$ cat src/rtl/led_pattern_driver.sv
// LED pattern engine: off / solid / blink / breathe, rendered through a glitch-free PWM
// and driven identically onto every LED pin with a per-pin inversion mask.
module led_pattern_driver #(
    parameter int                   CLK_FREQ    = 32000000,
    parameter int                   STEP_HZ     = 256,
    parameter int                   PWM_BITS    = 8,
    parameter int                   BLINK_STEPS = 128,
    parameter int                   LED_COUNT   = 4,
    parameter logic [LED_COUNT-1:0] LED_INVERT  = '0
) (
    input  logic                 clk,
    input  logic                 rst_,
    input  logic [1:0]           cfgMode,
    input  logic [PWM_BITS-1:0]  cfgLevel,
    input  logic                 cfgValid,
    output logic                 cfgReady,
    output logic                 stepTick,
    output logic [LED_COUNT-1:0] led
);

    localparam int STEP_DIV = CLK_FREQ / STEP_HZ;
    localparam int PRE_W    = (STEP_DIV > 1) ? $clog2(STEP_DIV) : 1;
    localparam int BLK_W    = (BLINK_STEPS > 1) ? $clog2(BLINK_STEPS) : 1;

    localparam logic [PRE_W-1:0]    PRE_LAST = PRE_W'(STEP_DIV - 1);
    localparam logic [BLK_W-1:0]    BLK_LAST = BLK_W'(BLINK_STEPS - 1);
    localparam logic [PWM_BITS-1:0] PWM_LAST = '1;

    typedef enum logic [1:0] {
        MODE_OFF     = 2'd0,
        MODE_SOLID   = 2'd1,
        MODE_BLINK   = 2'd2,
        MODE_BREATHE = 2'd3
    } mode_t;

    typedef enum logic {
        DIR_UP   = 1'b0,
        DIR_DOWN = 1'b1
    } dir_t;

    logic [PRE_W-1:0]     prescaler_q, prescaler_d;
    logic                 cfg_ready_q, cfg_ready_d;
    mode_t                pend_mode_q, pend_mode_d;
    logic [PWM_BITS-1:0]  pend_level_q, pend_level_d;
    mode_t                mode_q, mode_d;
    logic [PWM_BITS-1:0]  level_q, level_d;
    logic [PWM_BITS-1:0]  bright_q, bright_d;
    dir_t                 dir_q, dir_d;
    logic [BLK_W-1:0]     blink_cnt_q, blink_cnt_d;
    logic                 blink_on_q, blink_on_d;
    logic [PWM_BITS-1:0]  pwm_cnt_q, pwm_cnt_d;
    logic [PWM_BITS-1:0]  duty_q, duty_d;
    logic [LED_COUNT-1:0] led_q, led_d;

    logic                 tick;
    logic                 accept;
    logic                 apply;
    logic [PWM_BITS-1:0]  target;
    logic                 raw;

    assign tick     = (prescaler_q == PRE_LAST);
    assign stepTick = tick;
    assign cfgReady = cfg_ready_q;
    assign led      = led_q;

    always_comb begin
        prescaler_d  = tick ? '0 : prescaler_q + 1'b1;
        cfg_ready_d  = cfg_ready_q;
        pend_mode_d  = pend_mode_q;
        pend_level_d = pend_level_q;
        mode_d       = mode_q;
        level_d      = level_q;
        bright_d     = bright_q;
        dir_d        = dir_q;
        blink_cnt_d  = blink_cnt_q;
        blink_on_d   = blink_on_q;
        pwm_cnt_d    = pwm_cnt_q + 1'b1;
        duty_d       = duty_q;
        target       = '0;

        // A pending config exists exactly while cfgReady is low, so it is applied on a tick only then.
        accept = cfgValid && cfg_ready_q;
        apply  = tick && !cfg_ready_q;

        if (accept) begin
            pend_mode_d  = mode_t'(cfgMode);
            pend_level_d = cfgLevel;
            cfg_ready_d  = 1'b0;
        end else if (apply) begin
            cfg_ready_d = 1'b1;
        end

        if (apply) begin
            mode_d      = pend_mode_q;
            level_d     = pend_level_q;
            bright_d    = '0;
            dir_d       = DIR_UP;
            blink_cnt_d = '0;
            blink_on_d  = 1'b1;
        end else if (tick) begin
            case (mode_q)
                MODE_BLINK: begin
                    if (blink_cnt_q == BLK_LAST) begin
                        blink_cnt_d = '0;
                        blink_on_d  = !blink_on_q;
                    end else begin
                        blink_cnt_d = blink_cnt_q + 1'b1;
                    end
                end
                MODE_BREATHE: begin
                    // Reversal steps straight to the neighbour value so the peak and floor last one tick.
                    if (dir_q == DIR_UP) begin
                        if (bright_q < level_q) begin
                            bright_d = bright_q + 1'b1;
                        end else begin
                            dir_d    = DIR_DOWN;
                            bright_d = (level_q != '0) ? level_q - 1'b1 : '0;
                        end
                    end else begin
                        if (bright_q != '0) begin
                            bright_d = bright_q - 1'b1;
                        end else begin
                            dir_d    = DIR_UP;
                            bright_d = (level_q != '0) ? PWM_BITS'(1) : '0;
                        end
                    end
                end
                default: ;
            endcase
        end

        case (mode_q)
            MODE_SOLID:   target = level_q;
            MODE_BLINK:   target = blink_on_q ? level_q : '0;
            MODE_BREATHE: target = bright_q;
            default:      target = '0;
        endcase

        if (pwm_cnt_q == PWM_LAST) begin
            duty_d = target;
        end

        raw   = (pwm_cnt_q < duty_q);
        led_d = {LED_COUNT{raw}} ^ LED_INVERT;
    end

    always_ff @(posedge clk or negedge rst_) begin
        if (!rst_) begin
            prescaler_q  <= '0;
            cfg_ready_q  <= 1'b1;
            pend_mode_q  <= MODE_OFF;
            pend_level_q <= '0;
            mode_q       <= MODE_OFF;
            level_q      <= '0;
            bright_q     <= '0;
            dir_q        <= DIR_UP;
            blink_cnt_q  <= '0;
            blink_on_q   <= 1'b0;
            pwm_cnt_q    <= '0;
            duty_q       <= '0;
            led_q        <= LED_INVERT;
        end else begin
            prescaler_q  <= prescaler_d;
            cfg_ready_q  <= cfg_ready_d;
            pend_mode_q  <= pend_mode_d;
            pend_level_q <= pend_level_d;
            mode_q       <= mode_d;
            level_q      <= level_d;
            bright_q     <= bright_d;
            dir_q        <= dir_d;
            blink_cnt_q  <= blink_cnt_d;
            blink_on_q   <= blink_on_d;
            pwm_cnt_q    <= pwm_cnt_d;
            duty_q       <= duty_d;
            led_q        <= led_d;
        end
    end

endmodule

$ cat config.mk
export PLATFORM = sky130hd
export DESIGN_NAME = led_pattern_driver
export DESIGN_NICKNAME = d
export VERILOG_FILES = /design/src/rtl/led_pattern_driver.sv
export SDC_FILE = /design/constraint.sdc
export NUM_CORES = 1
export LEC_CHECK = 0
export ABC_AREA = 1
export CAP_MARGIN = 20
export CORE_ASPECT_RATIO = 0.8
export CORE_MARGIN = 1
export CORE_UTILIZATION = 50
export CTS_CLUSTER_SIZE = 8
export DETAILED_ROUTE_END_ITERATION = 8
export GPL_TIMING_DRIVEN = 0
export HOLD_SLACK_MARGIN = 0.06
export PLACE_DENSITY = 0.68
export SLEW_MARGIN = 20
export SYNTH_ARGS = -nofsm -noshare
export SYNTH_HDL_FRONTEND = slang
export SYNTH_SLANG_ARGS = --single-unit
$ cat constraint.sdc
create_clock -name clk -period 2.2 [get_ports clk]
set_input_delay 0.66 -clock clk [delete_from_list [all_inputs] [get_ports clk]]
set_output_delay 0.66 -clock clk [all_outputs]
set_load 0.005 [all_outputs]
# [Word-level counts from Yosys, hierarchy flattened]
# Cells that the tools add are included.
[totals] ff_bits=72 out_inout_bits=6 elab_cells=68
[op_classes] addsub=6 magnitude_cmp=2 n_eq_ne=6 n_mux=27 n_reduce_logical=14
[ops] operator="8-bit two-way mux" count=8
[ops] operator="7-bit two-way mux" count=4
[ops] operator="8-bit one-hot mux with 3 select lines" count=1
[ops] operator="17-bit by 1-bit adder with 17-bit output, second input constant" count=1
[ops] operator="17-bit == test, second input constant" count=1
[ops] operator="17-bit two-way mux" count=1
[ops] operator="8-bit by 1-bit adder with 8-bit output, second input constant" count=2
[ops] operator="8-bit < comparator" count=2
[ops] operator="8-bit nonzero test" count=2
[ops] operator="8-bit by 1-bit subtractor with 8-bit output, second input constant" count=2
[ops] operator="1-bit two-way mux" count=13
[ops] operator="2-bit nonzero test" count=5
[ops] operator="8-bit == test, second input constant" count=1
[ops] operator="7-bit by 1-bit adder with 7-bit output, second input constant" count=1
[ops] operator="7-bit == test, second input constant" count=1
[ops] operator="2-bit == test, second input constant" count=2
[ops] operator="2-bit AND reduction" count=2
[ops] operator="3-bit AND reduction" count=1
[ops] operator="2-bit by 1-bit == test with 1-bit output, second input constant" count=1
[ops] operator="1-bit logical AND" count=2
[ops] operator="1-bit logical NOT" count=2

# [Depth between registers and ports, before layout]
[depth] depth_word=7 ltp_mapped=13

# [Least setup slack after synthesis]
# No wires, ideal clock.
[synth_path] kind="register to output" from="register prescaler_q[0]" to="output port stepTick" t_arrival_ns=1.096 required_ns=1.540 setup_slack_ns=0.444 stages_incl_launch_ff=7 n_path_buf=1 cell_sequence="dfrtp_1 -> ha_1 -> nand2_2 -> nor3_2 -> nand2_1 -> nor2_4 -> buf_8"
[synth_between] elab_chain_len=1
[synth_lines] element="start: declaration" line="41" rtl="logic [PRE_W-1:0] prescaler_q, prescaler_d;"
[synth_lines] element="start signal: assignment" line="163" rtl="prescaler_q <= prescaler_d;"
[synth_lines] element="17-bit == test" line="61" rtl="assign tick = (prescaler_q == PRE_LAST);"
[synth_lines] element="end: declaration" line="17" rtl="output logic stepTick,"
# Every way passes these cells.

# [Worst setup path in the final report]
# Ends and elaborated chain as after synthesis.

==> run_results.csv <==
group,metric,value,unit
power,vdd.ir_drop.worst,388.1,uV
sta,grt_setup_unrepaired,"true",
cells_and_area,drive_above_1_share,0.1400,
worst_setup_path,critPathMaxStageDelay,0.40,ns
sta,worst_slew_pin_slew,0.6414,ns
power,p_comb_frac,0.052,
drt,routedWlPerCell,13.80,um
worst_setup_path,r2r_start,"level_q[5]",
power,p_int,1.999,mW
drt,drt_iter0_markers,171,
worst_setup_path,worst-setup-path-type,"flip-flop to output pin",
synthesis,yosysMostFrequentCell,"nand2_1",
placement,gp_congestion,0.8965,
worst_setup_path,critPathSlowestCell,"dfrtp_1",
synthesis,synth_top_cell_area_share,0.4097,
cells_and_area,fin_nets,623,
placement,numPortBuffers,18,
floorplan,die_h,85.30,um
clock_tree,cts_tree,"built",
sta,period_share,0.9885,
grt,grt_pass1_vias,3490,
power,p_sw,626.1,uW
sta,slew_headroom,0.5679,
synthesis,yosys.area.top_type,"dfrtp_1",
status,status,"finished, final reports clean",
synthesis,ys_seq_area_frac,0.4158,
clock_tree,cts.clk_slew.worst_paths,0.08,ns
worst_setup_path,critPathArrivalTime,1.51,ns
placement,post-place-cells,677,
floorplan,io_pins,19,
synthesis,synth.avg_cell_area,7.885,um2
power,leakagePower,2.480,nW
power,pwr-share-clk,0.405,
synthesis,ys_ff_latch,72,
drt,drt_pass1_iterations,4,
cells_and_area,synthToLayoutAreaGrowth,13.99,%
placement,dp_slack,-0.1845,ns
synthesis,synth_edf_count,0,
power,switching_share,0.2385,
worst_setup_path,critPathLaunchType,"flip-flop",
floorplan,initial_core_util,0.5312,
clock_tree,clockRootBuffer,"clkbuf_8",
min_path,hold_path_class,"input pin to asynchronous set/reset pin",
worst_setup_path,worstSetupEndpointType,"output pin",
cells_and_area,fin_util,0.6055,
sta,skew,0.01095,ns
sta,hold_violations,0,
power,pwr-share-seq,0.543,
floorplan,fp.coreArea,0.008164,mm2
floorplan,die_w,106.1,um
run,cap_violations,0,
power,powerDensity,531.0,mW/mm2
drt,drtAntennaViolNets,0,
worst_setup_path,crit_required,1.54,ns
worst_setup_path,cp_cell_sequence,"ha_4 > nand2_4 > nor3_2 > nand2_1 > nor2_4 > buf_8 > buf_6",
clock_tree,clk_path_buf_depth,2,
floorplan,rows,29,
sta,final-setup-viol-count,0,
synthesis,async_reset_ff_frac,1.000,
synthesis,synth_cells,550,
drt,vias_per_cell,5.233,
sta,report.final.slew_viol_count,0,
worst_setup_path,critPathMaxFanout,2,
grt,grt_usage,0.2337,
grt,overflow,0,
clock_tree,htreeDepth,3,
clock_tree,clkLatencyLatePin,0.35,ns
clock_tree,numCtsBuffers,9,
sta,finalCriticalPeriod,2.175,ns
grt,grt_max_degree,42,
synthesis,ys_types,38,
drt,drt-total-wl,9674,um
synthesis,synthTopCellsByArea,"dfrtp_1 (41%), nand2_1 (11%), ha_1 (6.3%)",
placement,dp_hpwl,7172,um
worst_setup_path,cp-startpoint,"prescaler_q[0]",
sta,whs,0.2333,ns
cells_and_area,layoutNonFillerInstCount,701,
sta,fmax,0.4598,GHz
floorplan,die-area,0.009052,mm2
cells_and_area,antenna_cells,0,
clock_tree,clkSinkCount,72,
synthesis,synth_ff_type,"dfrtp_1",
drt,remaining_drc_errors,0,
grt,antenna_found_initial,0,
synthesis,syn_area,0.004337,mm2
sta,setup_ws,0.02531,ns
synthesis,synth_commonest_cells,"nand2_1 (124), dfrtp_1 (71), inv_1 (66)",
drt,vias,3668,
grt,grt_first_pass_wirelength,16500,um
synthesis,yosysWarnings,0,
synthesis,syn_nets,585,
## kinds of logic after synthesis
kind of cell               after synthesis  share of synthesized area
muxes                                   10                    0.02597
and+or+nand+nor                        262                     0.2747
DFF                                     72                     0.4158
adders and majority gates               22                    0.06347
buffers and inverters                   87                    0.08482
xor gates and xnor gates                17                    0.03434
AOI/OAI and AO/OA                       80                     0.1010
## layout by cell type, fill, tap and decap left out, types with 3 or more instances in the layout
| cell type | instances |
|---|---|
| nand3_1 | 45 |
| nor2_2 | 4 |
| nor3_1 | 6 |
| o21ai_0 | 30 |
| nand4_1 | 6 |
| xor2_1 | 15 |
| buf_4 | 15 |
| inv_1 | 65 |
| nand2_2 | 6 |
| nor2_1 | 56 |
| mux2_2 | 10 |
| o22ai_1 | 5 |
| o21ai_1 | 8 |
| clkbuf_8 | 9 |
| dfrtp_1 | 71 |
| nor3_2 | 4 |
| ha_1 | 21 |
| buf_2 | 5 |
| nand2_1 | 124 |
| clkdlybuf4s50_1 | 16 |
| a21oi_1 | 28 |
| inv_2 | 7 |
| a22oi_1 | 3 |
## what timing repair did
action | CTS | global route
pin swaps | 3 | 5
buffers inserted | 6 | 2
hold buffers | 0 | 0
setup endpoints to repair | 1 | 9
gates resized for setup | 8 | 1
## state kept, by name, indices dropped and copies added, names as in the netlist
| signal | flops |
|---|---|
| blink_on_q | 1 |
| pend_level_q | 8 |
| level_q | 8 |
| blink_cnt_q | 7 |
| pend_mode_q | 2 |
| dir_q | 1 |
| cfgReady | 1 |
| bright_q | 8 |
| prescaler_q | 17 |
| mode_q | 2 |
| led | 1 |
| duty_q | 8 |
| pwm_cnt_q | 8 |
## area by class of cell
class,count,area [um2]
Fill cell,735,3221
Multi-Input combinational cell,391,2183
Sequential cell,72,1803
Inverter,75,282.8
Timing Repair Buffer,27,259.0
Tap cell,108,135.1
Clock buffer,10,127.6
Buffer,12,85.08
Clock inverter,6,67.56
## power by group through the flow
stage	logic, mW	registers, mW	clock network, mW
2_1_floorplan	0.0745	1.44	0
3_3_place_gp	0.132	1.45	0
3_5_place_dp	0.141	1.45	0
4_1_cts	0.141	1.43	1.09
5_1_grt	0.153	1.43	1.14
6_report	0.136	1.42	1.06
## routing by layer
layer / wire [um] / share of wire / global-route usage / vias to the layer above
li1: - / - / - / 1857
met1: 4757 / 0.49 / 0.3175 / 1723
met2: 4404 / 0.46 / 0.3725 / 78
met3: 397 / 0.041 / 0.04916 / 10
met4: 115 / 0.012 / 0.07828 / 0
met5: 0 / 0 / 0 / -
## critical path: cells and delay by family, from the launching register on
| kind | cells | cell delay [ns] |
|---|---|---|
| buffers and inverters | 2 | 0.20 |
| AND/OR/NAND/NOR | 4 | 0.39 |
| flip-flops | 1 | 0.40 |
| adder cells (fa/ha/maj) | 1 | 0.17 |
## worst paths after layout
| kind | to | slack [ns] | cells after the start |
|---|---|---|---|
| worst max-delay path | stepTick | 0.03 | 7 |
| worst min-delay path | prescaler_q[10] | 0.23 | 1 |
| worst max register to register | bright_q[5] | 0.26 | 10 |
| worst min register to register | pwm_cnt_q[0] | 0.47 | 1 |
| max in group asynchronous | cfgReady | 1.35 | 2 |
| min in group clk | pwm_cnt_q[0] | 0.47 | 1 |
## metrics by stage
step / setup TNS, ns / power, mW / instance area (um2)
floorplan: 0 / 1.517 / 4337
global placement: -144.48 / 1.582 / 4652
detailed placement: -0.1845 / 1.593 / 4669
CTS: 0 / 2.653 / 4922
global route: -0.03840 / 2.729 / 4943
finish: 0 / 2.625 / 4943
Power figures use the tool's default switching activity.
==> RTL edit (config.mk and constraints unchanged) <==
`LED_INVERT`: '0 -> 1.
--- a/src/rtl/led_pattern_driver.sv
+++ b/src/rtl/led_pattern_driver.sv
@@ -6,7 +6,7 @@
     parameter int                   PWM_BITS    = 8,
     parameter int                   BLINK_STEPS = 128,
     parameter int                   LED_COUNT   = 4,
-    parameter logic [LED_COUNT-1:0] LED_INVERT  = '0
+    parameter logic [LED_COUNT-1:0] LED_INVERT  = 1
 ) (
     input  logic                 clk,
     input  logic                 rst_,
Function: changed (a bounded check fails within 4 cycles, from zero or initial values and one cycle with rst_ low).
==> RTL edit against the unedited design <==
Die area fell by 0.60%. Global-route usage down 0.77 points. Worst setup slack got worse by 0.013 ns. Maximum frequency decreased by 0.59%. Sequential cell count increased by 1. Hold slack better by 0.013 ns. Design area barely moved. Sequential share of layout area up 0.51 points. Wire length is 5.2% lower. Synthesized area is 0.61% lower.
Power is not compared: it rests on default switching activity, and its combinational part moved more than twofold at a synthesized area within 25%.
==> RTL edit: results (changes against the unedited design) <==
• run status: complete, no violations
• vias in the first global route: 3511, +0.60%
• initial antenna violation count: 0, unchanged
• average wire per standard cell: 13.0 µm, -5.6%
• Layout Nets: 627, +0.64%
• clk buf depth: 2, unchanged
• worst r2r path cells: 14, +4
• share of the synthesized netlist area taken by xor and xnor gates: 0.0386, +0.00427
• Min-Delay Path Class: in -> async
• sequential-to-total area share from yosys stat: 0.424, +0.00863
• number of instances in the synthesized netlist: 552, +0.36%
• DP Worst Slack: -0.179 ns, +0.00535 ns
• Yosys warning total: 0, unchanged
• met3 Use GR: 0.0515, +0.00230
• top flip-flop cell by instance count after synthesis: sky130_fd_sc_hd__dfrtp_1
• largest cells by area after synthesis: sky130_fd_sc_hd__dfrtp_1 41%, sky130_fd_sc_hd__nand2_1 11%, sky130_fd_sc_hd__ha_1 6.4%
• power attributed to combinational cells: 0.0492 mW
• placed wire-length estimate: 6.70 mm, -6.5%
• worst flop-to-flop path endpoint: blink_on_q
• leading cell types by count after synthesis: 130 x sky130_fd_sc_hd__nand2_1, 71 x sky130_fd_sc_hd__dfrtp_1, 71 x sky130_fd_sc_hd__inv_1
• met2 Use GR: 0.362, -0.0100
• end of the critical path: stepTick
• net count after synthesis: 587, +0.34%
• cts repair resizes: 7, -1
• fraction of layout instances using a drive strength above 1: 0.126, -0.0141
• post-DR vias/cell: 5.11, -2.3%
• wire length of the first global-routing pass: 16.1 mm, -2.3%
• final worst path period share: 0.994, +0.00584
• placer congestion estimate: 0.878, -2.1%
• clock latency at the later pin of the worst-skew pair: 0.35 ns, about the same
• Global Route Usage Sum: 0.226, -0.00772
• mux cell area share after synthesis: 0.0261, +0.000158
• Reg-to-Reg Start: prescaler_q[1]
• Area after DPL: 0.00464 mm², -0.56%
• largest fanout on the critical path: 5, +3
• cell with the largest stage delay on the worst path: sky130_fd_sc_hd__dfrtp_1
• Worst Clk Skew: 0.0105 ns, -0.000419 ns
• buffers inserted during post-CTS setup optimization: 8, +2
• routing usage on met1: 0.310, -0.00766
• share of the synthesized area in compound gates (AO/OA/AOI/OAI): 0.0952, -0.00577
• number of antenna cells inserted: 0, unchanged
• worst setup slack for register-to-register paths: 0.21 ns, -0.05 ns
• leakage component of the power: 2.55 nW
• Data arrival, critical path: 1.53 ns, +0.02 ns
• hold slack: 0.246 ns, +0.0127 ns
• Largest register FFs: 17, unchanged
• Final Hold Violating Endpoints: 0, unchanged
• Reg with most FFs: prescaler_q
• cell count after placement: 679, +0.30%
• relative slew slack: 0.680, +0.112
• number of detailed-routing iterations run before antenna repair: 6, +2
• Overall Power: 2.53 mW
• Fillers: 764, +3.9%
• fraction of the mapped netlist area in adder cells: 0.0639, +0.000387
• filler-free cell count of the finished design: 704, +0.43%
• initial DRC count: 305, +78%
• delay-heaviest family, CP: flip-flops
## RTL edit: metal layers
metal / wire length (µm) / vias up
met1: 4570 / 1628
met4: 54 / 0
met3: 420 / 10
met5: 0 / -
li1: - / 1854
met2: 4130 / 108
## RTL edit: layout make-up
class,count,area (µm²),area share
tap,108,135,0.0273
clock inverter,5,81.3,0.0164
clock buffer,10,128,0.0258
multi-input combinational,390,2140,0.432
sequential,73,1830,0.370
buffer,12,71.3,0.0144
inverter,77,289,0.0584
timing repair buffer,29,274,0.0554
## RTL edit: how the worst min path moves through the flow
stage / start / to / cells after the start
4_1_cts: rst_ / dir_q / 1
5_1_grt: rst_ / dir_q / 1
3_5_place_dp: pwm_cnt_q[0] / pwm_cnt_q[0] / 1
6_report: rst_ / dir_q / 1
2_1_floorplan: rst_ / blink_cnt_q[0] / 0
3_3_place_gp: prescaler_q[0] / prescaler_q[0] / 1
